==> src/rtl/serial_bcd_tx.sv <==
// Serialises {op, B, A} LSB-first on ser_en/ser_data after a BCD legality check on every digit.
// Frame starts the cycle after accept; req_ready stays low through the frame and the result-return gap.
module serial_bcd_tx #(
  parameter int DIGITS     = 4,
  parameter int GAP_CYCLES = 22,
  parameter int CNT_W      = 8
) (
  input  logic                clk,
  input  logic                rst,
  input  logic                req_valid,
  output logic                req_ready,
  input  logic [4*DIGITS-1:0] req_a,
  input  logic [4*DIGITS-1:0] req_b,
  input  logic                req_op,
  output logic                ser_en,
  output logic                ser_data,
  output logic                bad_req,
  output logic                busy,
  output logic [CNT_W-1:0]    frames_sent
);

  localparam int FRAME_BITS = 8*DIGITS + 1;
  localparam int BIT_W      = $clog2(FRAME_BITS);
  localparam int GAP_W      = $clog2(GAP_CYCLES);
  localparam logic [BIT_W-1:0] LAST_BIT = BIT_W'(FRAME_BITS - 1);
  localparam logic [GAP_W-1:0] LAST_GAP = GAP_W'(GAP_CYCLES - 1);

  typedef enum logic [1:0] {IDLE, SHIFT, GAP} state_t;

  typedef struct packed {
    logic                op;
    logic [4*DIGITS-1:0] b;
    logic [4*DIGITS-1:0] a;
  } frame_t;

  state_t                  state;
  logic [FRAME_BITS-1:0]   sreg;
  logic [BIT_W-1:0]        bit_cnt;
  logic [GAP_W-1:0]        gap_cnt;
  frame_t                  load;
  logic                    legal;

  assign load      = '{op: req_op, b: req_b, a: req_a};
  assign req_ready = (state == IDLE);
  // ser_data comes straight off the shift register flop, so it is still a registered output.
  assign ser_data  = sreg[0];

  always_comb begin
    legal = 1'b1;
    for (int d = 0; d < DIGITS; d++) begin
      if (req_a[4*d +: 4] > 4'd9 || req_b[4*d +: 4] > 4'd9)
        legal = 1'b0;
    end
  end

  always_ff @(posedge clk or posedge rst) begin
    if (rst) begin
      state       <= IDLE;
      sreg        <= '0;
      bit_cnt     <= '0;
      gap_cnt     <= '0;
      ser_en      <= 1'b0;
      bad_req     <= 1'b0;
      busy        <= 1'b0;
      frames_sent <= '0;
    end else begin
      bad_req <= 1'b0;
      case (state)
        IDLE: begin
          if (req_valid) begin
            if (legal) begin
              sreg    <= load;
              bit_cnt <= '0;
              ser_en  <= 1'b1;
              busy    <= 1'b1;
              state   <= SHIFT;
            end else begin
              bad_req <= 1'b1;
            end
          end
        end
        SHIFT: begin
          if (bit_cnt == LAST_BIT) begin
            sreg    <= '0;
            ser_en  <= 1'b0;
            gap_cnt <= '0;
            state   <= GAP;
          end else begin
            sreg    <= sreg >> 1;
            bit_cnt <= bit_cnt + BIT_W'(1);
          end
        end
        GAP: begin
          // The gap covers the ALU's serial result return before the next frame may start.
          if (gap_cnt == LAST_GAP) begin
            frames_sent <= frames_sent + CNT_W'(1);
            busy        <= 1'b0;
            state       <= IDLE;
          end else begin
            gap_cnt <= gap_cnt + GAP_W'(1);
          end
        end
        default: state <= IDLE;
      endcase
    end
  end

endmodule

==> config.mk <==
export PLATFORM = sky130hd
export DESIGN_NAME = serial_bcd_tx
export DESIGN_NICKNAME = d
export VERILOG_FILES = /design/src/rtl/serial_bcd_tx.sv
export SDC_FILE = /design/constraint.sdc
export NUM_CORES = 1
export LEC_CHECK = 0
export BUFFER_PORTS_ARGS = -buffer_cell sky130_fd_sc_hd__buf_2
export CAP_MARGIN = 20
export CORE_MARGIN = 2
export CORE_UTILIZATION = 53
export CTS_CLUSTER_DIAMETER = 80
export DETAILED_ROUTE_END_ITERATION = 8
export PLACE_DENSITY_LB_ADDON = 0.1
export SLEW_MARGIN = 10
export SYNTH_ARGS = -nofsm -noshare
export SYNTH_HDL_FRONTEND = slang
export SYNTH_SLANG_ARGS = --single-unit
==> constraint.sdc <==
create_clock -name clk -period 2.43 [get_ports clk]
set_clock_uncertainty 0.2 [all_clocks]
set_input_delay 0.1215 -clock clk [delete_from_list [all_inputs] [get_ports clk]]
set_output_delay 0.1215 -clock clk [all_outputs]
set_load 0.005 [all_outputs]
==> flow_summary.yaml, run 1 <==
run_status:
  outcome: "completed"
drt:
  post_drt_wl_per_cell_um: 15.9
  drt_pass1_iterations: 4
  drc: 0
  viasPerCell: 5.61
  vias: 2238
  ant_nets: 0
  drt_wl_total_mm: 6.34
  drt_iter0_markers: 136
logic_synthesis:
  syn_area_sq_mm: 0.00275
  syn_inst: 237
  synthesis.nets: 278
  yosys_warnings: 0
  ys_ff_latch: 57
  synth_async_sr_flop_share: 1.00
  ys_types: 35
  syn_avg_cell_area_sq_um: 11.6
  seq_area_frac_synth: 0.518
  synth_enable_flop_cells: 0
  synth-main-ff-cell: "dfrtp_1"
sta:
  finalSetupViolCount: 0
  drv_slew: 0
  slew-limit-headroom: 0.705
  worst_pin_slew_ns: 0.442
  max_freq_mhz: 451
  grt_setup_unrepaired: "no"
  timing.final.crit_share: 0.912
  post-route-min-period_ns: 2.22
  hold_violations: 0
  tns_ns: 0
place:
  placed_area_sq_mm: 0.00308
  dpl.cell_count: 351
  dp_hpwl_mm: 3.85
  routabilityCongestion: 0.805
  io_buffer_count: 48
floorplanning:
  die-area_sq_mm: 0.00579
  io_pins: 49
  die_x_um: 76.1
  start_util: 0.543
  die_h_um: 76.1
  rows: 26
  fp.coreArea_sq_mm: 0.00507
cts:
  holdBufCountCts: 35
  clock_latency_ns: 0.33
  tritoncts: "built"
  cts_buffers: 9
  cts_setup_buffers: 0
  cts_sinks: 57
  clockRootBuffer: "clkbuf_8"
  clkTransAtPathRegs_ns: 0.06
  htree_num_levels: 3
  ctsResizeCount: 0
  cts_buffer_depth: 2
layout:
  final_cells: 399
  final_cell_mix: "dfrtp_1 (57), buf_2 (48), dlygate4sd3_1 (35), a21o_1 (32), o221a_1 (28)"
  finalInstanceArea_sq_mm: 0.00360
  finish.net_count: 368
  diodes: 0
  syn_to_final_growth_pct: 30.8
  drive_gt1_frac: 0.243
  final_common_cell: "dfrtp_1"
critical_path:
  cp_slowest_stage_delay_ns: 0.54
  reg2reg_depth: 5
  end_kind: "flip-flop"
  cp_max_fo: 18
  required_ns: 2.45
  slowest_stage: "dlygate4sd3_1"
  crit_chain: "dlygate4sd3_1 -> buf_2 -> o21ai_0 -> nand4_1 -> or3_1 -> buf_4 -> o221a_2"
  rrSetupSlack_ns: 0.37
  r2r-end: "sreg[31]"
  setup.worst_path.class: "in2reg"
  r2r_start: "state[1]"
  startpoint_type: "primary input"
  worst_ep_arrival_time_ns: 2.24
global_route:
  antenna_found_initial: 0
  first_global_vias: 2259
  track_usage: 0.236
  grt_pass1_wl_mm: 10.8
  grt.overflow.total: 0
  grt_max_degree: 35
power_and_ir_drop:
  power.density_mw_per_mm2: 934
  swShare: 0.321
  ir_drop_mv: 0.483
  seqPwrFrac: 0.426
  combPwrFrac: 0.340
  netSwitchingPower_mw: 1.08
  leakagePower_nw: 1.57
  p_int_mw: 2.28
  clockPowerShare: 0.233
  finalPower_mw: 3.36
run:
  drv_cap: 0
worst_hold_path:
  hp-class: "in2async"
[cell families after synthesis]
family	after synthesis	synth area share
buf+inv	23	0.0441
xor+xnor	10	0.0318
fa+ha+maj	5	0.0227
flops	57	0.518
mux	1	0.00409
compound gates	91	0.274
simple gates	50	0.106
[power groups by stage]
stage	combinational [mW]	clock (mW)	sequential (mW)
global route	1.27	0.849	1.47
floorplan	0.849	0	1.39
global placement	1.07	0	1.44
CTS	1.15	0.798	1.43
finish	1.15	0.785	1.44
detailed placement	1.11	0	1.43
[cells in the mapped netlist, drive strengths merged (2+ instances only)]
library cell  count  share of area
ha                5          0.023
dfrtp            57           0.52
nor2b             2         0.0045
a21o             32          0.087
nand2             7         0.0095
buf               9          0.025
nand2b            3         0.0095
and3              2         0.0045
nor2              9          0.012
inv               8          0.011
o21ai            19          0.035
nor3              2         0.0036
or3               5          0.011
xnor2             6          0.019
a21oi             4         0.0073
o221a            32           0.13
clkbuf            6         0.0082
nand4             9          0.020
nand3             5         0.0091
xor2              4          0.013
[worst max path at each step]
stage              from  cells after the start       end
2_1_floorplan  state[1]                      6  sreg[10]
6_report       req_b[6]                      7  sreg[31]
3_5_place_dp   req_b[6]                      6  sreg[30]
3_3_place_gp   state[1]                      5  sreg[30]
4_1_cts        req_b[6]                      7  sreg[31]
5_1_grt        req_a[2]                      7  sreg[31]
[routing by layer]
metal  global-route usage  routed length (um)  vias up
met5                    0                   0        -
met4                0.115                 110        0
met3               0.0450                 214        9
met2                0.368                2960       53
met1                0.321                3050     1094
li1                     -                   -     1082
[flip-flops by register name, indices dropped and copies added, names as in the netlist]
| register | flops |
|---|---|
| sreg | 33 |
| frames_sent | 8 |
| bit_cnt | 6 |
| gap_cnt | 5 |
| state | 2 |
| bad_req | 1 |
| busy | 1 |
| ser_en | 1 |
[area by class of cell]
class	count	area, sq um
flip-flops and latches	57	1430
fillers	380	1470
well taps	70	87.6
repair buffers	94	673
clock buffers	13	169
multi-input cells	157	1210
inverters	8	30.0
[through the flow]
step | utilization | hold WS [ns] | setup WS (ns)
2_1_floorplan | - | 0.0456 | 0.481
3_3_place_gp | 0.607 | -0.0537 | 0.415
3_5_place_dp | 0.607 | -0.0450 | 0.371
4_1_cts | 0.710 | 0.138 | 0.162
5_1_grt | 0.710 | 0.181 | 0.107
6_report | 0.710 | 0.134 | 0.213
[critical path: cells and delay by family]
kind | cells | cell delay (ns)
buffers and inverters | 3 | 0.88
AOI/OAI and AO/OA | 2 | 0.53
and+or+nand+nor | 2 | 0.69
No activity file was read; power rests on OpenSTA's default activity.
==> run 2, diff against run 1 <==
--- a/config.mk
+++ b/config.mk
@@ -8,7 +8,7 @@
 export BUFFER_PORTS_ARGS = -buffer_cell sky130_fd_sc_hd__buf_2
 export CAP_MARGIN = 20
 export CORE_MARGIN = 2
-export CORE_UTILIZATION = 53
+export CORE_UTILIZATION = 55
 export CTS_CLUSTER_DIAMETER = 80
 export DETAILED_ROUTE_END_ITERATION = 8
 export PLACE_DENSITY_LB_ADDON = 0.1
==> run 2 against run 1 <==
  * Critical path depth did not move
  * Register-to-register slack got worse by 0.07 ns
  * Combinational power barely moved
  * Hold slack improved by 0.090 ns
  * Clock power rose by 14%
  * Total power rose by 3.8%
  * Wire length fell by 1.6%
  * Critical endpoint is now sreg[28]
==> flow_summary.yaml, run 2 (synthesis results as in run 1) <==
run_status:
  outcome: "completed"
power_and_ir_drop:
  leakagePower_nw: 1.59
  combPwrFrac: 0.335
  clockPowerShare: 0.256
  p_int_mw: 2.41
  seqPwrFrac: 0.409
  swShare: 0.311
  ir_drop_mv: 0.522
  netSwitchingPower_mw: 1.09
  power.density_mw_per_mm2: 957
place:
  routabilityCongestion: 0.814
  dp_slack_ns: 0.261
  io_buffer_count: 48
  placed_area_sq_mm: 0.00308
  dp_hpwl_mm: 3.84
drt:
  post_drt_wl_per_cell_um: 15.7
  drt_iter0_markers: 110
  ant_nets: 0
  vias: 2265
  viasPerCell: 5.71
  drc: 0
  drt_pass1_iterations: 4
  drt_wl_total_mm: 6.24
worst_hold_path:
  hp-class: "in2async"
critical_path:
  required_ns: 2.44
  end_kind: "flip-flop"
  worst_ep_arrival_time_ns: 2.30
  cp_max_fo: 32
  startpoint_type: "primary input"
  setup.worst_path.class: "in2reg"
floorplanning:
  fp.coreArea_sq_mm: 0.00479
  start_util: 0.575
  die_h_um: 74.8
  rows: 25
  io_pins: 49
  die-area_sq_mm: 0.00559
  die_x_um: 74.8
cts:
  clockRootBuffer: "clkbuf_8"
  cts_buffers: 9
  cts_buffer_depth: 2
  cts_sinks: 57
  clkTransAtPathRegs_ns: 0.06
  tritoncts: "built"
  htree_num_levels: 3
  clock_latency_ns: 0.33
layout:
  final_common_cell: "dfrtp_1"
  final_cell_mix: "dfrtp_1 (57), buf_2 (48), dlygate4sd3_1 (35), a21o_1 (32), o221a_1 (28)"
  largest_register: "sreg"
  largestRegisters: "sreg x33, frames_sent x8, bit_cnt x6"
  largest_register_ffs: 33
  syn_to_final_growth_pct: 32.5
  diodes: 0
  utilization: 0.763
  finalInstanceArea_sq_mm: 0.00365
  finish.net_count: 366
  drive_gt1_frac: 0.248
sta:
  slew-limit-headroom: 0.556
  worst_pin_slew_ns: 0.665
  drv_slew: 0
  max_freq_mhz: 437
  fin_hold_ws_ns: 0.224
  finalSetupViolCount: 0
  grt_setup_unrepaired: "no"
  timing.final.crit_share: 0.942
  tns_ns: 0
  hold_violations: 0
  setup_slack_ns: 0.141
  post-route-min-period_ns: 2.29
run:
  drv_cap: 0
global_route:
  grt_max_degree: 35
  grt_pass1_wl_mm: 10.4
  first_global_vias: 2164
  grt.overflow.total: 0
  track_usage: 0.251
  antenna_found_initial: 0
-- run 2: cell types whose count changed in the layout (fill, tap and decap cells not counted) --
cell,previous run,this run
o21ai_0,19,18
o21ai_1,0,1
clkbuf_8,12,15
buf_12,0,2
clkbuf_1,1,0
buf_4,11,7
clkinv_2,0,1
-- run 2: stage by stage --
| stage | std cells | total power, mW |
|---|---|---|
| 2_1_floorplan | 237 | 2.24 |
| 3_3_place_gp | 345 | 2.53 |
| 3_5_place_dp | 345 | 2.56 |
| 4_1_cts | 396 | 3.51 |
| 5_1_grt | 397 | 3.73 |
| 6_report | 397 | 3.49 |
-- run 2: cell type report --
type,instances,area [sq um]
clock buffers,15,206
inverters,8,30.0
well taps,67,83.8
clock inverters,1,5.00
multi-input cells,157,1210
flip-flops and latches,57,1430
repair buffers,92,683
fillers,312,1140
-- run 2: power by group through the flow --
| stage | Clock (mW) | Combinational [mW] | Sequential, mW |
|---|---|---|---|
| after detailed placement | 0 | 1.13 | 1.43 |
| after global placement | 0 | 1.10 | 1.43 |
| final | 0.894 | 1.17 | 1.43 |
| after CTS | 0.912 | 1.17 | 1.42 |
| after floorplan | 0 | 0.849 | 1.39 |
| after global routing | 0.960 | 1.30 | 1.46 |
-- run 2: repair_timing --
action                     4_1_cts  5_1_grt
hold buffers                    35        0
hold endpoints to repair        62        0
buffers inserted                 0        1
setup endpoints to repair        0       32
gates resized for setup          0        1
-- run 2: per-layer routing --
| metal | GRT usage | vias up | routed length [um] |
|---|---|---|---|
| li1 | - | 1086 | - |
| met1 | 0.343 | 1095 | 2930 |
| met2 | 0.371 | 74 | 2860 |
| met3 | 0.0964 | 10 | 352 |
| met4 | 0.0853 | 0 | 90 |
| met5 | 0 | - | 0 |
-- run 2: path summary, 6_finish.rpt --
kind | startpoint | end | slack [ns] | depth (start not counted)
worst max-delay path | req_a[10] | sreg[28] | 0.14 | 7
worst min-delay path | rst | gap_cnt[3] | 0.22 | 3
max in group asynchronous | rst | sreg[3] | 1.24 | 4
worst max register to register | state[1] | sreg[28] | 0.30 | 5
min in group clk | frames_sent[7] | frames_sent[7] | 0.27 | 1
worst min register to register | frames_sent[7] | frames_sent[7] | 0.27 | 1
-- run 2: critical path, cell delays in order --
cell and delay [ns]:
dlygate4sd3_1 0.53, buf_2 0.13, o21ai_0 0.25, nand4_1 0.28
or3_1 0.43, buf_4 0.26, o221a_2 0.30
==> run 3, diff against run 2 <==
--- a/config.mk
+++ b/config.mk
@@ -5,12 +5,12 @@
 export SDC_FILE = /design/constraint.sdc
 export NUM_CORES = 1
 export LEC_CHECK = 0
-export BUFFER_PORTS_ARGS = -buffer_cell sky130_fd_sc_hd__buf_2
 export CAP_MARGIN = 20
 export CORE_MARGIN = 2
-export CORE_UTILIZATION = 55
+export CORE_UTILIZATION = 60
 export CTS_CLUSTER_DIAMETER = 80
 export DETAILED_ROUTE_END_ITERATION = 8
+export DONT_BUFFER_PORTS = 1
 export PLACE_DENSITY_LB_ADDON = 0.1
 export SLEW_MARGIN = 10
 export SYNTH_ARGS = -nofsm -noshare
==> run 3 against run 2 <==
  * Wire length increased by 4.2%
  * Sequential cell count is the same
  * Sequential share of layout area grew 3.3 points
  * Via count fell by 3.8%
  * Global-route usage rose by 2.6 points
  * Non-clock buffer count is 47 lower
  * Total power shrank 0.48%
  * Hold slack got worse by 0.19 ns
  * Die area fell by 7.9%
  * Utilization grew 0.59 points
  * Sequential power hardly changed
==> flow_summary.yaml, run 3 (synthesis results as in run 1) <==
sta:
  finalSetupViolCount: 0
  hold_violations: 0
  tns_ns: 0
  drv_slew: 0
  post-route-min-period_ns: 2.28
  slew-limit-headroom: 0.494
  grt_setup_unrepaired: "no"
  max_freq_mhz: 438
  worst_pin_slew_ns: 0.757
  timing.final.crit_share: 0.939
run_status:
  outcome: "completed"
layout:
  finalInstanceArea_sq_mm: 0.00337
  largestRegisters: "sreg x33, frames_sent x8, bit_cnt x6"
  drive_gt1_frac: 0.117
  finish.net_count: 319
  diodes: 0
  syn_to_final_growth_pct: 22.4
  multi_input_area_sq_mm: 0.00121
  ff_latch_area_sq_mm: 0.00143
  largest_register: "sreg"
  final_cell_mix: "dfrtp_1 (57), dlygate4sd3_1 (35), a21o_1 (32), o221a_1 (28), o21ai_0 (19)"
  final_common_cell: "dfrtp_1"
  final.fill_count: 300
  largest_register_ffs: 33
  final_cells: 335
  utilization: 0.769
cts:
  cts_sinks: 57
  cts_buffer_depth: 2
  clockRootBuffer: "clkbuf_8"
  cts_setup_buffers: 0
  ctsResizeCount: 0
  htree_num_levels: 3
  clkTransAtPathRegs_ns: 0.07
  clock_latency_ns: 0.33
  tritoncts: "built"
  cts_buffers: 9
drt:
  ant_nets: 0
  vias: 2179
  post_drt_wl_per_cell_um: 19.4
  drc: 0
  drt_iter0_markers: 190
  drt_pass1_iterations: 4
  viasPerCell: 6.50
  drt_wl_total_mm: 6.50
floorplanning:
  start_util: 0.628
  rows: 24
  die-area_sq_mm: 0.00515
  fp.coreArea_sq_mm: 0.00438
  io_pins: 49
  die_h_um: 71.8
  die_x_um: 71.8
critical_path:
  reg2reg_depth: 6
  cp_max_fo: 10
  worst_ep_arrival_time_ns: 2.34
  required_ns: 2.48
  end_kind: "flip-flop"
  startpoint_type: "flip-flop"
  setup.worst_path.class: "reg2reg"
power_and_ir_drop:
  netSwitchingPower_mw: 1.11
  leakagePower_nw: 1.38
  combPwrFrac: 0.319
  clockPowerShare: 0.266
  p_int_mw: 2.37
  power.density_mw_per_mm2: 1030
  ir_drop_mv: 0.582
  swShare: 0.318
  seqPwrFrac: 0.415
global_route:
  grt.overflow.total: 0
  first_global_vias: 2290
  grt_pass1_wl_mm: 10.9
  antenna_found_initial: 0
  grt_max_degree: 38
  track_usage: 0.277
place:
  routabilityCongestion: 0.879
  dpl.cell_count: 284
  placed_area_sq_mm: 0.00281
  dp_hpwl_mm: 4.11
  io_buffer_count: 0
run:
  drv_cap: 0
worst_hold_path:
  hp-class: "in2reg"
  min_path_cells: 4
[run 3: cell types whose count changed in the layout (fill, tap and decap cells not counted)]
cell	previous run	this run
o21ai_0	18	19
buf_2	48	0
clkbuf_8	15	12
o21ai_1	1	0
clkbuf_1	0	2
bufinv_16	0	1
buf_12	2	0
buf_4	7	10
[run 3: cell type report]
cell class	instances	area share
flip-flops and latches	57	0.423
multi-input cells	157	0.361
repair buffers	45	0.126
clock buffers	14	0.0512
well taps	52	0.0193
clock inverters	2	0.0104
inverters	8	0.00891
[run 3: routing by layer]
layer	vias up	part of all wire	wire length, um	track usage
met3	20	0.047	303	0.0605
met5	-	0	0	0
li1	982	-	-	-
met2	72	0.52	3380	0.461
met4	0	0.028	184	0.124
met1	1105	0.41	2630	0.349
[run 3: power by group through the flow]
stage / clock [mW] / sequential [mW] / combinational, mW
after floorplan: 0 / 1.39 / 0.849
after global placement: 0 / 1.43 / 0.974
after detailed placement: 0 / 1.44 / 1.06
after CTS: 0.930 / 1.44 / 1.11
after global routing: 0.965 / 1.48 / 1.23
final: 0.923 / 1.44 / 1.11
[run 3: worst paths after layout]
path	end	slack [ns]	from
min	bad_req	0.03	req_b[13]
min reg2reg	frames_sent[7]	0.30	frames_sent[7]
max	gap_cnt[3]	0.15	bit_cnt[0]
min in group asynchronous	frames_sent[1]	0.18	rst
max in group asynchronous	bit_cnt[2]	1.19	rst
max reg2reg	gap_cnt[3]	0.15	bit_cnt[0]
[run 3: worst max-delay path: stages, from the launching register on]
cell      delay [ns]
dfrtp_1         0.38
inv_1           0.07
ha_1            0.22
and4bb_2        0.27
a32oi_1         0.58
o21ai_0         0.27
a21oi_1         0.21
[run 3: timing repair]
item                                    4_1_cts  5_1_grt
hold endpoints to repair                     69        0
endpoints found under the setup margin        0        0
hold buffers                                 35        0
[run 3: stage by stage]
stage	hold WS, ns	power [mW]	worst slack [ns]
detailed placement	-0.0234	2.50	0.293
global placement	-0.0463	2.41	0.441
CTS	0.0343	3.48	0.279
floorplan	0.0456	2.24	0.481
global route	0.0833	3.67	0.0618
finish	0.0297	3.48	0.148
